===== src/rtl/inputc.sv =====
// Router input port: per-VC flit FIFOs, XY route computation on head flits,
// round-robin VC selection with hold-while-ungranted, and credit return upstream.
module inputc #(
  parameter int ROUTER_X = 0,
  parameter int ROUTER_Y = 0,
  parameter int DEPTH    = 4,
  parameter int DATAW    = 31,
  parameter int VCHW     = 1,
  parameter int PORT     = 4,
  parameter int PORTW    = 2
) (
  input  logic             clk,
  input  logic             rst_,
  input  logic [DATAW:0]   idata,
  input  logic             ivalid,
  input  logic [VCHW:0]    ivch,
  input  logic [PORT:0]    oready,
  input  logic [PORT:0]    grt,
  output logic [DATAW:0]   odata,
  output logic             ovalid,
  output logic [VCHW:0]    ovch,
  output logic [PORTW:0]   port,
  output logic             req,
  output logic             fwdab,
  output logic             ocredit,
  output logic [VCHW:0]    ocredit_vch,
  output logic             ovf
);

  localparam int NVC = 1 << (VCHW + 1);
  localparam int VCW = VCHW + 1;
  localparam int PW  = PORTW + 1;
  localparam int AW  = $clog2(DEPTH);
  localparam int CW  = AW + 1;

  localparam logic [0:0] S_IDLE   = 1'b0;
  localparam logic [0:0] S_ACTIVE = 1'b1;

  logic [DATAW:0] mem       [NVC][DEPTH];
  logic [AW-1:0]  rd_ptr    [NVC];
  logic [AW-1:0]  wr_ptr    [NVC];
  logic [CW-1:0]  cnt       [NVC];
  logic [0:0]     vstate    [NVC];
  logic [PW-1:0]  vroute    [NVC];
  logic [DATAW:0] front     [NVC];
  logic [PW-1:0]  route_eff [NVC];

  logic [NVC-1:0] elig;
  logic [NVC-1:0] has_tail;
  logic [NVC-1:0] wr_en;
  logic [NVC-1:0] rd_en;

  logic [VCW-1:0] rr_ptr;
  logic [VCW-1:0] held_vc;
  logic           held_vld;
  logic [VCW-1:0] sel_vc;
  logic           sel_vld;
  logic           deq;
  logic           wr_ok;

  function automatic logic [PW-1:0] xy_route(input logic [7:0] dst);
    logic [PW-1:0] r;
    if (dst[7:4] > 4'(ROUTER_X))      r = PW'(1);
    else if (dst[7:4] < 4'(ROUTER_X)) r = PW'(3);
    else if (dst[3:0] > 4'(ROUTER_Y)) r = PW'(2);
    else if (dst[3:0] < 4'(ROUTER_Y)) r = PW'(0);
    else                              r = PW'(4);
    return r;
  endfunction

  function automatic logic port_bit(input logic [PORT:0] vec, input logic [PW-1:0] p);
    logic b;
    b = 1'b0;
    for (int k = 0; k <= PORT; k++)
      if (p == PW'(k)) b = vec[k];
    return b;
  endfunction

  // Per-VC front flit, effective route, eligibility and tail presence
  always_comb begin
    front     = '{default: '0};
    route_eff = '{default: '0};
    elig      = '0;
    has_tail  = '0;
    for (int v = 0; v < NVC; v++) begin
      front[v]     = mem[v][rd_ptr[v]];
      route_eff[v] = (vstate[v] == S_ACTIVE) ? vroute[v] : xy_route(front[v][7:0]);
      // an IDLE VC only moves when a head (01/11) is at the front
      elig[v]      = (cnt[v] != '0) && ((vstate[v] == S_ACTIVE) || front[v][DATAW-1])
                     && port_bit(oready, route_eff[v]);
      for (int i = 0; i < DEPTH; i++)
        if ((CW'(i) < cnt[v]) && mem[v][rd_ptr[v] + AW'(i)][DATAW])
          has_tail[v] = 1'b1;
    end
  end

  always_comb begin
    sel_vld = 1'b0;
    sel_vc  = '0;
    if (held_vld && elig[held_vc]) begin
      sel_vld = 1'b1;
      sel_vc  = held_vc;
    end else begin
      for (int i = 0; i < NVC; i++) begin
        if (!sel_vld && elig[rr_ptr + VCW'(i)]) begin
          sel_vld = 1'b1;
          sel_vc  = rr_ptr + VCW'(i);
        end
      end
    end
  end

  assign req    = sel_vld;
  assign ovalid = sel_vld;
  assign ovch   = sel_vld ? sel_vc : '0;
  assign port   = sel_vld ? route_eff[sel_vc] : '0;
  assign odata  = sel_vld ? front[sel_vc] : '0;
  assign fwdab  = sel_vld && has_tail[sel_vc];

  assign deq   = sel_vld && port_bit(grt, route_eff[sel_vc]);
  assign wr_ok = ivalid && ((cnt[ivch] != CW'(DEPTH)) || (deq && (sel_vc == ivch)));

  always_comb begin
    wr_en = '0;
    rd_en = '0;
    for (int v = 0; v < NVC; v++) begin
      wr_en[v] = wr_ok && (ivch == VCW'(v));
      rd_en[v] = deq && (sel_vc == VCW'(v));
    end
  end

  // Flit storage: data only, no reset
  always_ff @(posedge clk) begin
    if (wr_ok)
      mem[ivch][wr_ptr[ivch]] <= idata;
  end

  // Control state: pointers, counts, VC state, arbitration, credit, overflow
  always_ff @(posedge clk or negedge rst_) begin
    if (!rst_) begin
      for (int v = 0; v < NVC; v++) begin
        rd_ptr[v] <= '0;
        wr_ptr[v] <= '0;
        cnt[v]    <= '0;
        vstate[v] <= S_IDLE;
        vroute[v] <= '0;
      end
      rr_ptr      <= '0;
      held_vc     <= '0;
      held_vld    <= 1'b0;
      ocredit     <= 1'b0;
      ocredit_vch <= '0;
      ovf         <= 1'b0;
    end else begin
      for (int v = 0; v < NVC; v++) begin
        if (wr_en[v]) wr_ptr[v] <= wr_ptr[v] + 1'b1;
        if (rd_en[v]) begin
          rd_ptr[v] <= rd_ptr[v] + 1'b1;
          case (front[v][DATAW:DATAW-1])
            2'b01: begin
              vstate[v] <= S_ACTIVE;
              vroute[v] <= route_eff[v];
            end
            2'b10:   vstate[v] <= S_IDLE;
            default: ;
          endcase
        end
        cnt[v] <= cnt[v] + {{AW{1'b0}}, wr_en[v]} - {{AW{1'b0}}, rd_en[v]};
      end
      if (deq) rr_ptr <= sel_vc + 1'b1;
      held_vld    <= sel_vld && !deq;
      held_vc     <= sel_vc;
      ocredit     <= deq;
      ocredit_vch <= deq ? sel_vc : '0;
      ovf         <= ovf | (ivalid && !wr_ok);
    end
  end

endmodule


===== config.mk =====
export PLATFORM = sky130hd
export DESIGN_NAME = inputc
export DESIGN_NICKNAME = d
export VERILOG_FILES = /design/src/rtl/inputc.sv
export SDC_FILE = /design/constraint.sdc
export NUM_CORES = 1
export LEC_CHECK = 0
export CAP_MARGIN = 20
export CELL_PAD_IN_SITES_DETAIL_PLACEMENT = 0
export CELL_PAD_IN_SITES_GLOBAL_PLACEMENT = 1
export CORE_MARGIN = 4
export CORE_UTILIZATION = 53
export DETAILED_ROUTE_END_ITERATION = 7
export PLACE_DENSITY = 0.82
export SYNTH_ARGS = -nofsm -noshare
export SYNTH_HDL_FRONTEND = slang
export SYNTH_SLANG_ARGS = --single-unit

===== constraint.sdc =====
create_clock -name clk -period 6.86 [get_ports clk]
set_input_delay 0.686 -clock clk [delete_from_list [all_inputs] [get_ports clk]]
set_output_delay 0.686 -clock clk [all_outputs]
set_load 0.02 [all_outputs]

# After elaboration in Yosys (flattened, before gate mapping)
# Memories as Yosys holds them, arrays and structs flattened.
# Cells that the tools add are included.
[op_classes]
mux = 158
addsub = 28
n_bitwise = 20
magnitude_cmp = 58
n_eq_ne = 36
n_reduce_logical = 76
[op_table]
columns = ["op", "count"]
rows = [
  ["$mux W32", 36],
  ["$bmux W32 S2", 17],
  ["$mux W128", 1],
  ["$mux W3", 25],
  ["$demux W32 S2", 1],
  ["$ge A3 B3 Y1 const B", 19],
  ["$not A2 Y3", 19],
  ["$mux W1", 56],
  ["$logic_and A1 B1 Y1", 43],
  ["$gt A4 B1 Y1 const B", 8],
  ["$lt A4 B1 Y1 const B", 8],
  ["$eq A3 B2 Y1 const B", 10],
  ["$lt A1 B3 Y1 const A", 8],
  ["$lt A2 B3 Y1 const A", 8],
  ["$add A2 B1 Y2 const B", 10],
  ["$add A2 B2 Y2 const B", 10],
  ["$lt A2 B3 Y1 const B", 6],
  ["$mux W2", 9],
  ["$eq A2 B2 Y1 const B", 8],
  ["$reduce_and A2 Y1", 8],
  ["$eq A3 B1 Y1 const B", 5],
  ["$eq A3 B3 Y1 const B", 5],
  ["$logic_not A3 Y1", 5],
  ["$add A3 B1 Y3", 4],
  ["other kinds (15)", 47],
]
[word_totals]
ff_bits = 53
ram_bits = 512
word_cells = 403
n_memories = 1
[mem_list]
columns = ["name", "depth", "width", "read_ports", "rd_ports_with_merged_regs", "wr", "line", "rtl"]
rows = [
  ["mem", 4, 128, 4, 0, 1, "39", "logic [DATAW:0] mem [NVC][DEPTH];"],
]

# Longest topological paths before layout
[logic_depth]
word_depth = 50
depth_mapped = 24
mapped_depth_nobuf = 21

# Least setup slack after synthesis
# Ideal clock, no wire load.
[synth_timing]
path_type = "register to register"
from = "register rd_ptr[0] in the netlist's numbering"
to = "memory mem[2][64] in the netlist's numbering, enable pin"
path_slack_ns = 0.638
setup_time_ns = 0.434
arrival_ns = 5.789
period_less_slack_ns = 6.222
path_stages_with_launch = 15
cell_sequence = "dfrtp_1 buf_2 mux4_2 or4_1 a211oi_1 a221oi_1 o221a_2 and4_1 a221oi_4 nand2_2 mux2i_1 a211o_1 a211o_1 a2bb2oi_2 a21oi_1"
[synth_via]
elab_chain_cells = 49
[synth_lines]
columns = ["item", "line", "rtl"]
rows = [
  ["start: declaration", "40", "logic [AW-1:0] rd_ptr [NVC];"],
  ["start signal: indexed assignment", "158", "rd_ptr[v] <= rd_ptr[v] + 1'b1;"],
  ["$not A2 Y3 (implied by the code) (*)", "86", "front[v] = mem[v][rd_ptr[v]];"],
  ["$bmux W32 S2 (*)", "86", ""],
  ["$mux W32 (implied by the code) (*) (2 in a row)", "86", ""],
  ["$lt A4 B1 Y1", "66", "else if (dst[3:0] < 4'(ROUTER_Y)) r = PW'(0);"],
  ["$mux W3", "66", ""],
  ["$mux W3", "65", "else if (dst[3:0] > 4'(ROUTER_Y)) r = PW'(2);"],
  ["$mux W3", "64", "else if (dst[7:4] < 4'(ROUTER_X)) r = PW'(3);"],
  ["$mux W3", "63", "if (dst[7:4] > 4'(ROUTER_X)) r = PW'(1);"],
  ["[... 24 more ...]", "-", ""],
  ["named net sel_vc[1]", "56", "logic [VCW-1:0] sel_vc;"],
  ["[... 4 more ...]", "-", ""],
  ["$logic_not A3 Y1", "75", "if (p == PW'(k)) b = vec[k];"],
  ["$mux W1 (5 in a row)", "75", ""],
  ["$logic_and A1 B1 Y1", "120", "assign deq = sel_vld && port_bit(grt, route_eff[sel_vc]);"],
  ["$logic_and A1 B1 Y1 (*)", "121", "assign wr_ok = ivalid && ((cnt[ivch] != CW'(DEPTH)) || (deq && (sel_vc == ivch)));"],
  ["$logic_or A1 B1 Y1 (*)", "121", ""],
  ["$logic_and A1 B1 Y1 (*)", "121", ""],
  ["$mux W1 (*)", "134", "if (wr_ok)"],
  ["$mux W128 (implied by the code) (*)", "135", "mem[ivch][wr_ptr[ivch]] <= idata;"],
  ["end: declaration", "39", ""],
]
# Mark *: on every way through the listed nets, which the timed path passes. The rest lies on a longest branch. The select of a mux whose other input is x is not followed.

# Final worst setup path
[layout_timing]
from = "register rd_ptr[6] in the netlist's numbering"
to = "output port odata[22]"
[layout_via]
elab_chain_cells = 38
[layout_lines]
columns = ["item", "line", "rtl"]
rows = [
  ["$not A2 Y3 (implied by the code) (*)", "86", ""],
  ["$bmux W32 S2 (*)", "86", ""],
  ["$mux W32 (implied by the code) (*) (2 in a row)", "86", ""],
  ["$lt A4 B1 Y1", "66", ""],
  ["$mux W3", "66", ""],
  ["$mux W3", "65", ""],
  ["$mux W3", "64", ""],
  ["$mux W3", "63", ""],
  ["[... 21 more ...]", "-", ""],
  ["$logic_and A1 B1 Y1", "105", "if (!sel_vld && elig[rr_ptr + VCW'(i)]) begin"],
  ["$mux W2", "105", ""],
  ["$mux W2 (*)", "100", "if (held_vld && elig[held_vc]) begin"],
  ["named net sel_vc[1]", "56", ""],
  ["$not A2 Y3 (implied by the code) (*)", "117", "assign odata = sel_vld ? front[sel_vc] : '0;"],
  ["$bmux W32 S2 (*)", "117", ""],
  ["$mux W32 (implied by the code) (*) (2 in a row)", "117", ""],
  ["$mux W32 (*)", "117", ""],
  ["end: declaration", "19", "output logic [DATAW:0] odata,"],
]
# Marks and branches as above.

==> metrics <==
CTS tree yes; Synth Flop Type edfxtp_1; worst skew pair latency 0.61 ns; placed cell areas 0.0257 sq mm; HPWL after detailed placement 34.9 mm; clock slew at reported path FFs 0.06 ns; Die Span X 220 um; Clock Sinks 565; CTS Buffer Depth 3; post-CTS setup buffers 0; FF-to-FF path depth 21; CP max FO 32; Cell Rows 77; RSZ-0062 raised after global routing false; # IOs 91; worst-case clock skew 0.0194 ns; Critical Path RT 6.17 ns; Worst path slowest cell clkdlybuf4s50_1; post-place setup slack 0.481 ns; wire length per cell 27.7 um; Layout Cells excl Fill 2060; synthesized instance count 1292; Die Ht 220 um; Synth Cell Area 0.0238 sq mm; crit-path cells mux4_2 > or4_4 > o41ai_2 > nand3_1 > a2111oi_4 > a41oi_2 > a221oi_4 > nand2_2 > clkinv_2 > nand2_1 > buf_6 > o22ai_1 > clkdlybuf4s50_1; Yosys cell types 82; Starting Density 53.8%; H-tree levels 2; area leader, netlist edfxtp_1; pin slew with the least headroom to its limit 0.856 ns; synthesis-stage register bit count 565; Design Area, Final 0.0277 sq mm; most common cell in the netlist edfxtp_1; DRT iter0 DRCs 1360; RePlAce Congestion 0.923; Seq/Total Area, Yosys 70.1%; Post-Route WL 57.2 mm; Num CTS Buffers 56; Avg Inst Size Synth 18.5 sq um; Worst EP arrival 5.91 ns; worst-case vdd ir drop 584 uV; CP top delay family compound AO/OA/AOI/OAI gates; IO buf count 90; first-pass GRT wire length 86.7 mm; r2r startpoint rd_ptr[6]; Buf+Inv Stages, Crit Path 3; PwrDens 543 mW/mm^2; antenna violations before repair 1; critical path endpoint category primary output; Slew Limit Fails 0; Final Hold Vio Count 0; cts hold-fix bufs 0; area share of the largest cell type after synthesis 64.5%; GRT Overall Usage 24.5%; synth cell count leaders 512 x edfxtp_1, 135 x mux4_2, 70 x mux2i_1; largest cells by area after synthesis edfxtp_1 64%, mux4_2 13%, dfrtp_1 5.6%; vias per inst 6.33; DRT Pass-1 Iters 6; r2r endpoint cnt[8]; Synth Warn # 0; via count 13000; status finished clean; max_cap viols 0; fin crit share 96.2%; die area 0.0484 sq mm; setup ws final 0.261 ns; setup violators final 0; WS Path Type reg2out; CTS root buffer clkbuf_16; critical path launch point type flop; area growth from synthesis to layout 16.4%; vias in the first global route 13300; Final Critical Period 6.60 ns; Residual DRC 0; share of layout cells above drive strength 1 21.8%; post-route ant nets 0; gr ovfl total 0; Min Hold Slack 0.225 ns; setup TNS 0 ns; FMAX 0.152 GHz; dpl cells 1953; Post-Syn Nets 1371; ys async rst share 9.38%; normalized max-slew margin 42.7%; Reg2Reg Setup Slack 0.49 ns; Post-synth EDFFs 512; Leakage 9.46 nW; Placeable Area 0.0443 sq mm; min-delay worst type in2async; slowest stage delay, CP 0.68 ns; largest net degree at the start of global routing 62; final net count 1498
power breakdown:
group          internal, W  total, W  leakage (nW)  switching, W
Clock              0.00194   0.00326         0.959       0.00132
Combinational      0.00306   0.00734          3.25       0.00428
Sequential         0.00416   0.00446          5.25      0.000302
Total              0.00915    0.0151          9.46       0.00590
logic make-up (layout without fill, tap and decap cells):
family	count (synthesis)	in the layout	synth area share, %
xor gates and xnor gates	17	17	0.625
AOI/OAI and AO/OA	177	177	5.65
buffers and inverters	113	287	1.90
DFF	565	565	70.1
and+or+nand+nor	173	173	3.80
other	0	2	0
muxes	215	215	16.2
adders and majority gates	32	32	1.81
layout by cell type (no fill, tap or decap), types with 7 or more instances in the layout:
cell type	n
edfxtp_1	512
a21oi_1	20
clkinv_1	9
clkdlybuf4s50_1	89
buf_4	26
nor2_1	44
nor2b_1	9
a211oi_1	10
buf_12	11
nand2_1	27
xnor2_1	8
o21ai_0	14
and2_2	13
inv_1	50
clkinv_2	13
clkbuf_16	56
a221oi_1	7
mux2i_1	70
a22oi_1	7
nor3_1	19
mux2_1	7
dfrtp_1	45
nand2b_1	9
o22ai_1	31
mux4_2	135
nand3_1	14
ha_1	28
xor2_1	9
a31oi_1	16
bufinv_16	11
dfrtp_2	7
state kept, by name, indices dropped and copies added, names as in the netlist:
| signal | count |
|---|---|
| vroute | 12 |
| vstate | 4 |
| wr_ptr | 8 |
| cnt | 12 |
| ocredit_vch | 2 |
| held_vc | 2 |
| rd_ptr | 8 |
| ovf | 1 |
| mem | 512 |
| held_vld | 1 |
| ocredit | 1 |
| rr_ptr | 2 |
per-stage QoR:
| step | util (%) | power (W) |
|---|---|---|
| 2_1_floorplan | - | 0.00904 |
| 6_report | 62.6 | 0.0151 |
| 4_1_cts | 62.5 | 0.0151 |
| 5_1_grt | 62.6 | 0.0158 |
| 3_3_place_gp | 58.0 | 0.0118 |
| 3_5_place_dp | 58.0 | 0.0118 |
worst reg2reg max path: cells and delay by family (launching register included):
family          cells  cell delay (ns)
compound gates      7             2.13
xor+xnor            2             0.36
fa+ha+maj           3             0.83
buf+inv             4             0.55
flops               1             0.56
mux                 1             0.59
simple gates        4             1.23
cell type report:
class / instances / area [sq um]
Timing Repair Buffer: 130 / 1350
Clock inverter: 43 / 546
Inverter: 52 / 198
Fill cell: 3148 / 16600
Multi-Input combinational cell: 614 / 6750
Sequential cell: 565 / 16700
Antenna cell: 2 / 5.00
Tap cell: 592 / 741
Clock buffer: 62 / 1440
how the worst max path moves through the flow:
stage | slack (ns) | end | cells after the start | startpoint
2_1_floorplan | 0.64 | mem[2][64] | 14 | rd_ptr[0]
3_3_place_gp | 0.58 | cnt[5] | 21 | rd_ptr[6]
3_5_place_dp | 0.48 | cnt[5] | 21 | rd_ptr[6]
4_1_cts | 0.02 | odata[30] | 13 | rd_ptr[6]
5_1_grt | 0.03 | odata[7] | 12 | rd_ptr[2]
6_report | 0.26 | odata[22] | 13 | rd_ptr[6]
layer usage:
| layer | up-vias | GRT usage [%] | wire [um] |
|---|---|---|---|
| met2 | 574 | 39.4 | 27900 |
| li1 | 5537 | - | - |
| met5 | - | 0 | 0 |
| met4 | 0 | 7.62 | 1630 |
| met3 | 104 | 4.12 | 4220 |
| met1 | 6830 | 34.9 | 23400 |
timing repair:
item,CTS,global route
hold endpoints to repair,0,0
setup endpoints to repair,0,26
resized for setup,0,7
Power figures use the tool's default switching activity.
